<file path="config.mk">
export PLATFORM = sky130hd
export DESIGN_NAME = pwm_compare_deadtime
export DESIGN_NICKNAME = d
export VERILOG_FILES = /design/src/rtl/pwm_compare_deadtime.sv
export SDC_FILE = /design/constraint.sdc
export NUM_CORES = 1
export LEC_CHECK = 0
export CAP_MARGIN = 20
export CORE_MARGIN = 3
export CORE_UTILIZATION = 40
export CTS_BUF_LIST = sky130_fd_sc_hd__clkbuf_2 sky130_fd_sc_hd__clkbuf_4 sky130_fd_sc_hd__clkbuf_8
export CTS_CLUSTER_SIZE = 12
export DETAILED_ROUTE_END_ITERATION = 7
export GPL_TIMING_DRIVEN = 0
export PLACE_DENSITY = 0.68
export SETUP_SLACK_MARGIN = 0.3
export SYNTH_ARGS = -nofsm -noshare
export SYNTH_HDL_FRONTEND = slang
export SYNTH_SLANG_ARGS = --single-unit
export TNS_END_PERCENT = 50
</file>
<file path="constraint.sdc">
create_clock -name clk -period 2.33 [get_ports clk]
set_input_delay 0.3495 -clock clk [delete_from_list [all_inputs] [get_ports clk]]
set_output_delay 0.3495 -clock clk [all_outputs]
set_load 0.02 [all_outputs]
</file>
<file path="src/rtl/pwm_compare_deadtime.sv">
// pwm_compare_deadtime
// Consumer side of the shared triangle-carrier bus, built once per inverter leg.
// It compares the carrier against a shadow-buffered duty value and drives one
// complementary gate pair with a programmable dead time.
//
// Compile-time option:
//   PWM_DOUBLE_UPDATE_EN - when defined, carrier_high is also a duty update
//                          boundary, so duty can load twice per carrier period.
//                          When undefined, only carrier_low is a boundary.
//
// Gate FSM
//   state        | meaning
//   ST_OFF       | leg disabled, both gates off
//   ST_DT_TO_HI  | dead interval before turning the upper switch on
//   ST_HI        | upper switch on
//   ST_DT_TO_LO  | dead interval before turning the lower switch on
//   ST_LO        | lower switch on
module pwm_compare_deadtime #(
    parameter int CW  = 16,
    parameter int DTW = 8
) (
    input  logic           clk,
    input  logic           rst,
    input  logic [CW-1:0]  carrier,
    input  logic           carrier_high,
    input  logic           carrier_low,
    input  logic           enable,
    input  logic [CW-1:0]  duty_in,
    input  logic           duty_valid,
    input  logic [DTW-1:0] deadtime,
    output logic [CW-1:0]  duty_active,
    output logic           update_pulse,
    output logic           gate_hi,
    output logic           gate_lo
);

    typedef enum logic [2:0] {
        ST_OFF      = 3'd0,
        ST_DT_TO_HI = 3'd1,
        ST_HI       = 3'd2,
        ST_DT_TO_LO = 3'd3,
        ST_LO       = 3'd4
    } state_t;

    logic [CW-1:0]  shadow_q, shadow_d;
    logic           pend_q, pend_d;
    logic [CW-1:0]  duty_active_q, duty_active_d;
    logic           update_pulse_q, update_pulse_d;
    logic           ref_q, ref_d;
    state_t         state_q;
    logic [DTW-1:0] dt_cnt_q;
    logic           gate_hi_q, gate_lo_q;
    logic           boundary;

`ifdef PWM_DOUBLE_UPDATE_EN
    // Both carrier extremes are update points.
    assign boundary = carrier_low | carrier_high;
`else
    // Only the carrier valley is an update point; the peak flag is unused.
    logic unused_carrier_high;
    assign unused_carrier_high = carrier_high;
    assign boundary            = carrier_low;
`endif

    // Shadow/active duty handling: a strobe landing on a boundary goes straight
    // to the active register so a stale pending value can never overwrite it.
    always_comb begin
        shadow_d       = shadow_q;
        pend_d         = pend_q;
        duty_active_d  = duty_active_q;
        update_pulse_d = 1'b0;
        if (boundary && duty_valid) begin
            duty_active_d  = duty_in;
            pend_d         = 1'b0;
            update_pulse_d = 1'b1;
        end else if (boundary && pend_q) begin
            duty_active_d  = shadow_q;
            pend_d         = 1'b0;
            update_pulse_d = 1'b1;
        end else if (duty_valid) begin
            shadow_d = duty_in;
            pend_d   = 1'b1;
        end
    end

    // Carrier compare against the duty value in use; full-width unsigned.
    assign ref_d = (carrier < duty_active_q);

    // Duty registers and registered compare result.
    always_ff @(posedge clk) begin
        if (rst) begin
            shadow_q       <= '0;
            pend_q         <= 1'b0;
            duty_active_q  <= '0;
            update_pulse_q <= 1'b0;
            ref_q          <= 1'b0;
        end else begin
            shadow_q       <= shadow_d;
            pend_q         <= pend_d;
            duty_active_q  <= duty_active_d;
            update_pulse_q <= update_pulse_d;
            ref_q          <= ref_d;
        end
    end

    // Gate FSM; gate outputs are registered from the next state so they always
    // match the state they belong to and can never both be high.
    always_ff @(posedge clk) begin
        if (rst) begin
            state_q   <= ST_OFF;
            dt_cnt_q  <= '0;
            gate_hi_q <= 1'b0;
            gate_lo_q <= 1'b0;
        end else if (!enable) begin
            state_q   <= ST_OFF;
            dt_cnt_q  <= '0;
            gate_hi_q <= 1'b0;
            gate_lo_q <= 1'b0;
        end else begin
            gate_hi_q <= 1'b0;
            gate_lo_q <= 1'b0;
            case (state_q)
                ST_OFF: begin
                    dt_cnt_q <= deadtime;
                    state_q  <= ref_q ? ST_DT_TO_HI : ST_DT_TO_LO;
                end
                ST_HI: begin
                    if (!ref_q) begin
                        state_q  <= ST_DT_TO_LO;
                        dt_cnt_q <= deadtime;
                    end else begin
                        gate_hi_q <= 1'b1;
                    end
                end
                ST_LO: begin
                    if (ref_q) begin
                        state_q  <= ST_DT_TO_HI;
                        dt_cnt_q <= deadtime;
                    end else begin
                        gate_lo_q <= 1'b1;
                    end
                end
                ST_DT_TO_HI: begin
                    // Aborting to LO is safe: both switches are already off.
                    if (!ref_q) begin
                        state_q   <= ST_LO;
                        gate_lo_q <= 1'b1;
                    end else if (dt_cnt_q == '0) begin
                        state_q   <= ST_HI;
                        gate_hi_q <= 1'b1;
                    end else begin
                        dt_cnt_q <= dt_cnt_q - DTW'(1);
                    end
                end
                ST_DT_TO_LO: begin
                    if (ref_q) begin
                        state_q   <= ST_HI;
                        gate_hi_q <= 1'b1;
                    end else if (dt_cnt_q == '0) begin
                        state_q   <= ST_LO;
                        gate_lo_q <= 1'b1;
                    end else begin
                        dt_cnt_q <= dt_cnt_q - DTW'(1);
                    end
                end
                default: begin
                    state_q  <= ST_OFF;
                    dt_cnt_q <= '0;
                end
            endcase
        end
    end

    assign duty_active  = duty_active_q;
    assign update_pulse = update_pulse_q;
    assign gate_hi      = gate_hi_q;
    assign gate_lo      = gate_lo_q;

endmodule

</file>
---- Word level (Yosys, flattened, before mapping) ----
Index checks and enable logic that the tools add are counted.
cells by class
  magnitude comparators ................... 1
  bitwise gates (word level) .............. 3
  muxes and demuxes ....................... 25
  add/subtract/negate cells ............... 1
  reductions and logical operators ........ 12
  eq/ne operators ......................... 10
operators by type and width
  kind                   count
  $mux W8                5
  $pmux W8 S5            1
  $mux W16               2
  $mux W3                6
  $lt A16 B16 Y1         1
  $pmux W3 S5            1
  $logic_not A8 Y1       1
  $ne A2 B2 Y1 const B   4
  $reduce_and A4 Y1      2
  $sub A8 B1 Y8 const B  1
  $mux W1                7
  $eq A3 B2 Y1 const B   2
  $ne A3 B3 Y1 const B   2
  $reduce_or A2 Y1       3
  $pmux W1 S2            2
  $eq A3 B1 Y1 const B   1
  $eq A3 B3 Y1 const B   1
  $logic_not A3 Y1       1
  $not A1 Y1             3
  $reduce_and A3 Y1      1
  $reduce_or A3 Y1       1
  $logic_and A1 B1 Y1    2
  $mux W2                1
  $reduce_bool A2 Y1     1
word-level totals
  register bits ........................... 48
  input bits .............................. 46
  output and inout port bits .............. 19
  logic and storage cells ................. 61

---- Longest topological paths before layout ----
  depth in word-level cells ............... 4
  gate-level depth with buffers ........... 7
  gate-level depth less buffers ........... 7

---- Worst setup path before layout ----
OpenSTA, ideal clock, no wires.
  path type ............................... register to register
  start ................................... register duty_active_q[7], in the netlist duty_active[7]
  end ..................................... register ref_q
  clock period less this slack ............ 1.739 ns
  path slack .............................. 0.591 ns
  stages on the path, launching flop included .. 8
  data arrival time ....................... 1.648 ns
  buffers on the path ..................... 0
  setup time .............................. 0.091 ns
  required time ........................... 2.239 ns
  path through ............................ dfxtp_1 -> inv_1 -> ha_1 -> a21oi_1 -> o21ai_0 -> a2111oi_0 -> nor2_1 -> a311oi_1
on the way
  word-level cells in the longest chain between the ends .. 1
ends and longest elaborated chain
  element                 RTL line  RTL
  start, declared         47        logic [CW-1:0] duty_active_q, duty_active_d;
  start signal, assigned  100       duty_active_q <= duty_active_d;
  $lt A16 B16 Y1          87        assign ref_d = (carrier < duty_active_q);
  end signal, assigned    102       ref_q <= ref_d;
  end, declared           49        logic ref_q, ref_d;
Every way passes these cells.
A chain may end at the register's enable or synchronous reset.

---- Worst setup path after layout ----
  start ................................... register duty_active_q[5], in the netlist duty_active[5]
  end ..................................... register ref_q
Same word-level chain as after synthesis.

==> summary.md <==
| Metric | Value |
|---|---|
| Status | `finished, final reports clean` |
| Setup violators final | `0` |
| Pins over their slew limit | `0` |
| Switching Share | `0.319` |
| Post-synthesis sequential area ratio | `0.356` |
| Layout cells sized above 1 | `0.0507` |
| Yosys cell types | `47` |
| Post-CTS Setup Bufs | `0` |
| WHS | `0.452 ns` |
| Share of the synthesized area in the top cell type | `0.356` |
| Startpoint types | `flip-flop` |
| Max Clock Freq | `0.531 GHz` |
| Final TNS setup | `0 ns` |
| R2r setup slk | `0.45 ns` |
| Tmin final | `1.88 ns` |
| Clock buffer depth | `2` |
| Drt pass-1 iters | `4` |
| Die footprint | `7770 um^2` |
| Crit Path Category | `flip-flop to flip-flop` |
| DRC Markers | `0` |
| Synth Warn # | `0` |
| IO buf count | `61` |
| Period utilization | `0.808` |
| R2R cell count | `7` |
| Post-place setup slack | `0.102 ns` |
| GRT Overall Usage | `0.189` |
| Synth Instances | `365` |
| Via/cell ratio | `5.21` |
| Avg Inst Size Synth | `7.39 um^2` |
| Worst VDD drop | `0.405 mV` |
| Combinational power share | `0.281` |
| FF-to-FF Start | `duty_active[5]$_SDFFE_PP0P_` |
| Worst Setup SP | `duty_active[5]$_SDFFE_PP0P_` |
| Synth area leader | `dfxtp_1` |
| CTS clk-pin slew, worst paths | `0.09 ns` |
| Vias in the first global route | `2519` |
| Post-synth top flop | `dfxtp_1` |
| DRT Wirelength | `6.99 mm` |
| Least-Margin Pin Slew | `0.691 ns` |
| CTS root buf | `clkbuf_8` |
| P_int | `1.38 mW` |
| RSZ-0062 raised after global routing | `false` |
| Hold_sp | `shadow_q[15]$_SDFFE_PP0P_` |
| Worst path max stage delay | `0.47 ns` |
| Clock latency on the worst-skew pair | `0.31 ns` |
| Pleak | `1.33 nW` |
| Required time worst endpoint | `2.56 ns` |
| Cts hold-fix bufs | `0` |
| Critical-path cell list | `inv_1 -> ha_1 -> a21oi_1 -> o21ai_0 -> a2111oi_0 -> nor2_1 -> a311oi_1` |
| Asr flop ratio synth | `0` |
| Row cnt | `29` |
| CTS resizes | `0` |
| Largest net degree at the start of global routing | `16` |
| Skew final | `0.00596 ns` |
| CTS tree | `built` |
| Antenna-violating nets left | `0` |
| IO Count | `65` |
| Syn Std Cell Area | `2700 um^2` |
| Synth top area cells | `dfxtp_1, nor2_1, ha_1, a21oi_1, nand2_1` |
| CTS sink cnt | `48` |
| Starting DRT DRC Count | `102` |
| Antenna cell count | `0` |
| Crit end category | `flip-flop` |
| Syn nets | `428` |
| Wire length per cell | `13.7 um` |
| Final Hold Vio Count | `0` |
| Clock group share of total power | `0.265` |
| Yosys reg bits | `48` |
| CP arrival | `2.11 ns` |
| Setup crit end | `ref_q$_SDFF_PP0_` |
| Syn-to-layout area delta | `29.8%` |
| CTS Buf Count | `5` |
| Pwr Density | `579 nW/um^2` |
| Part of the power in registers | `0.453` |
| Crit-path max FO | `4` |
| H-Tree Level Count | `2` |
| Final Power | `2.03 mW` |
| Final HPWL DP | `5.36 mm` |
| Vias | `2660` |
| Routability cong. | `0.875` |
| Worst hold path type | `flip-flop to flip-flop` |
| Global-route wire length before repair | `11.6 mm` |
| Number of flops mapped to enable cells by yosys | `0` |
| Chip width | `88.1 um` |
| Max transition margin | `0.540` |
| Commonest cells post-synth | `nor2_1, dfxtp_1, nand2_1, inv_1, a21oi_1` |
| Slowest cell on crit path | `a2111oi_0` |
| Initial antenna violation count | `0` |
| Number of nets in the layout | `496` |
| Most common cell in the netlist | `nor2_1` |
| Starting Density | `0.418` |
| Die height | `88.1 um` |
| Max-cap violation count | `0` |
| Gr ovfl total | `0` |
| Core ar. | `6460 um^2` |
| Reg-to-Reg End | `ref_q$_SDFF_PP0_` |
| P_sw | `0.648 mW` |
| Worst setup margin | `0.447 ns` |
state kept, by name (all words and copies together) (netlist names), 3 cells and up:
register and count:
state_q 3, duty_active 16, shadow_q 16, dt_cnt_q 8
layout make-up:
cell class | count | area (um^2)
Fill cell | 619 | 2960
Timing Repair Buffer | 61 | 611
Tap cell | 77 | 96.3
Clock inverter | 2 | 15.0
Clock buffer | 6 | 82.6
Inverter | 35 | 131
Multi-Input combinational cell | 257 | 1490
Buffer | 25 | 113
Sequential cell | 48 | 961
how the worst min path moves through the flow:
stage | depth (start not counted) | slack (ns) | endpoint
after floorplan | 2 | 0.43 | shadow_q[15]$_SDFFE_PP0P_
after global placement | 2 | 0.44 | shadow_q[15]$_SDFFE_PP0P_
after detailed placement | 2 | 0.44 | shadow_q[15]$_SDFFE_PP0P_
after CTS | 2 | 0.46 | shadow_q[15]$_SDFFE_PP0P_
after global routing | 2 | 0.48 | shadow_q[2]$_SDFFE_PP0P_
final | 2 | 0.45 | shadow_q[15]$_SDFFE_PP0P_
per-stage QoR:
stage               area (um^2)  utilization  instances
floorplan                  2700            -        365
global placement           3410        0.527        503
detailed placement         3410        0.527        503
CTS                        3500        0.542        511
global route               3500        0.542        511
finish                     3500        0.542        511
metal layers:
metal,global-route usage,vias up,part of all wire
met1,0.240,1189,0.44
li1,-,1376,-
met4,0.0577,0,0.017
met2,0.320,85,0.49
met5,0,-,0
met3,0.0414,10,0.056
kinds of logic (layout without fill, tap and decap cells):
kind of cell,count (synthesis),after routing,share of synthesized area
buffers and inverters,60,129,0.0904
XOR/XNOR,3,3,0.00974
adder cells (fa/ha/maj),17,17,0.0788
multiplexers,2,2,0.00742
AO/OA/AOI/OAI,77,77,0.186
flip-flops,48,48,0.356
AND/OR/NAND/NOR,158,158,0.271
layout by cell type (no fill, tap or decap), drive strengths merged, types with 3 or more instances in the layout:
cell	instances
a211oi	3
o21ai	7
a22oi	3
buf	11
ha	17
nor4	18
nor2b	3
a21oi	30
clkbuf	20
nand2	40
clkdlybuf4s50	61
dfxtp	48
nor2	74
nor3	9
a31oi	15
inv	35
nand2b	6
worst max-delay path, delay by kind of cell, from the launching register on:
family | cells | cell delay (ns)
AND/OR/NAND/NOR | 1 | 0.08
buffers and inverters | 1 | 0.07
AO/OA/AOI/OAI | 4 | 0.94
adder cells (fa/ha/maj) | 1 | 0.29
flip-flops | 1 | 0.42
power by group through the flow:
stage,logic (mW),clock network [mW],registers (mW)
final,0.571,0.538,0.920
after global routing,0.639,0.592,0.929
after CTS,0.572,0.549,0.919
after detailed placement,0.570,0,0.938
after global placement,0.556,0,0.938
after floorplan,0.345,0,0.953
Power figures use the tool's default switching activity.
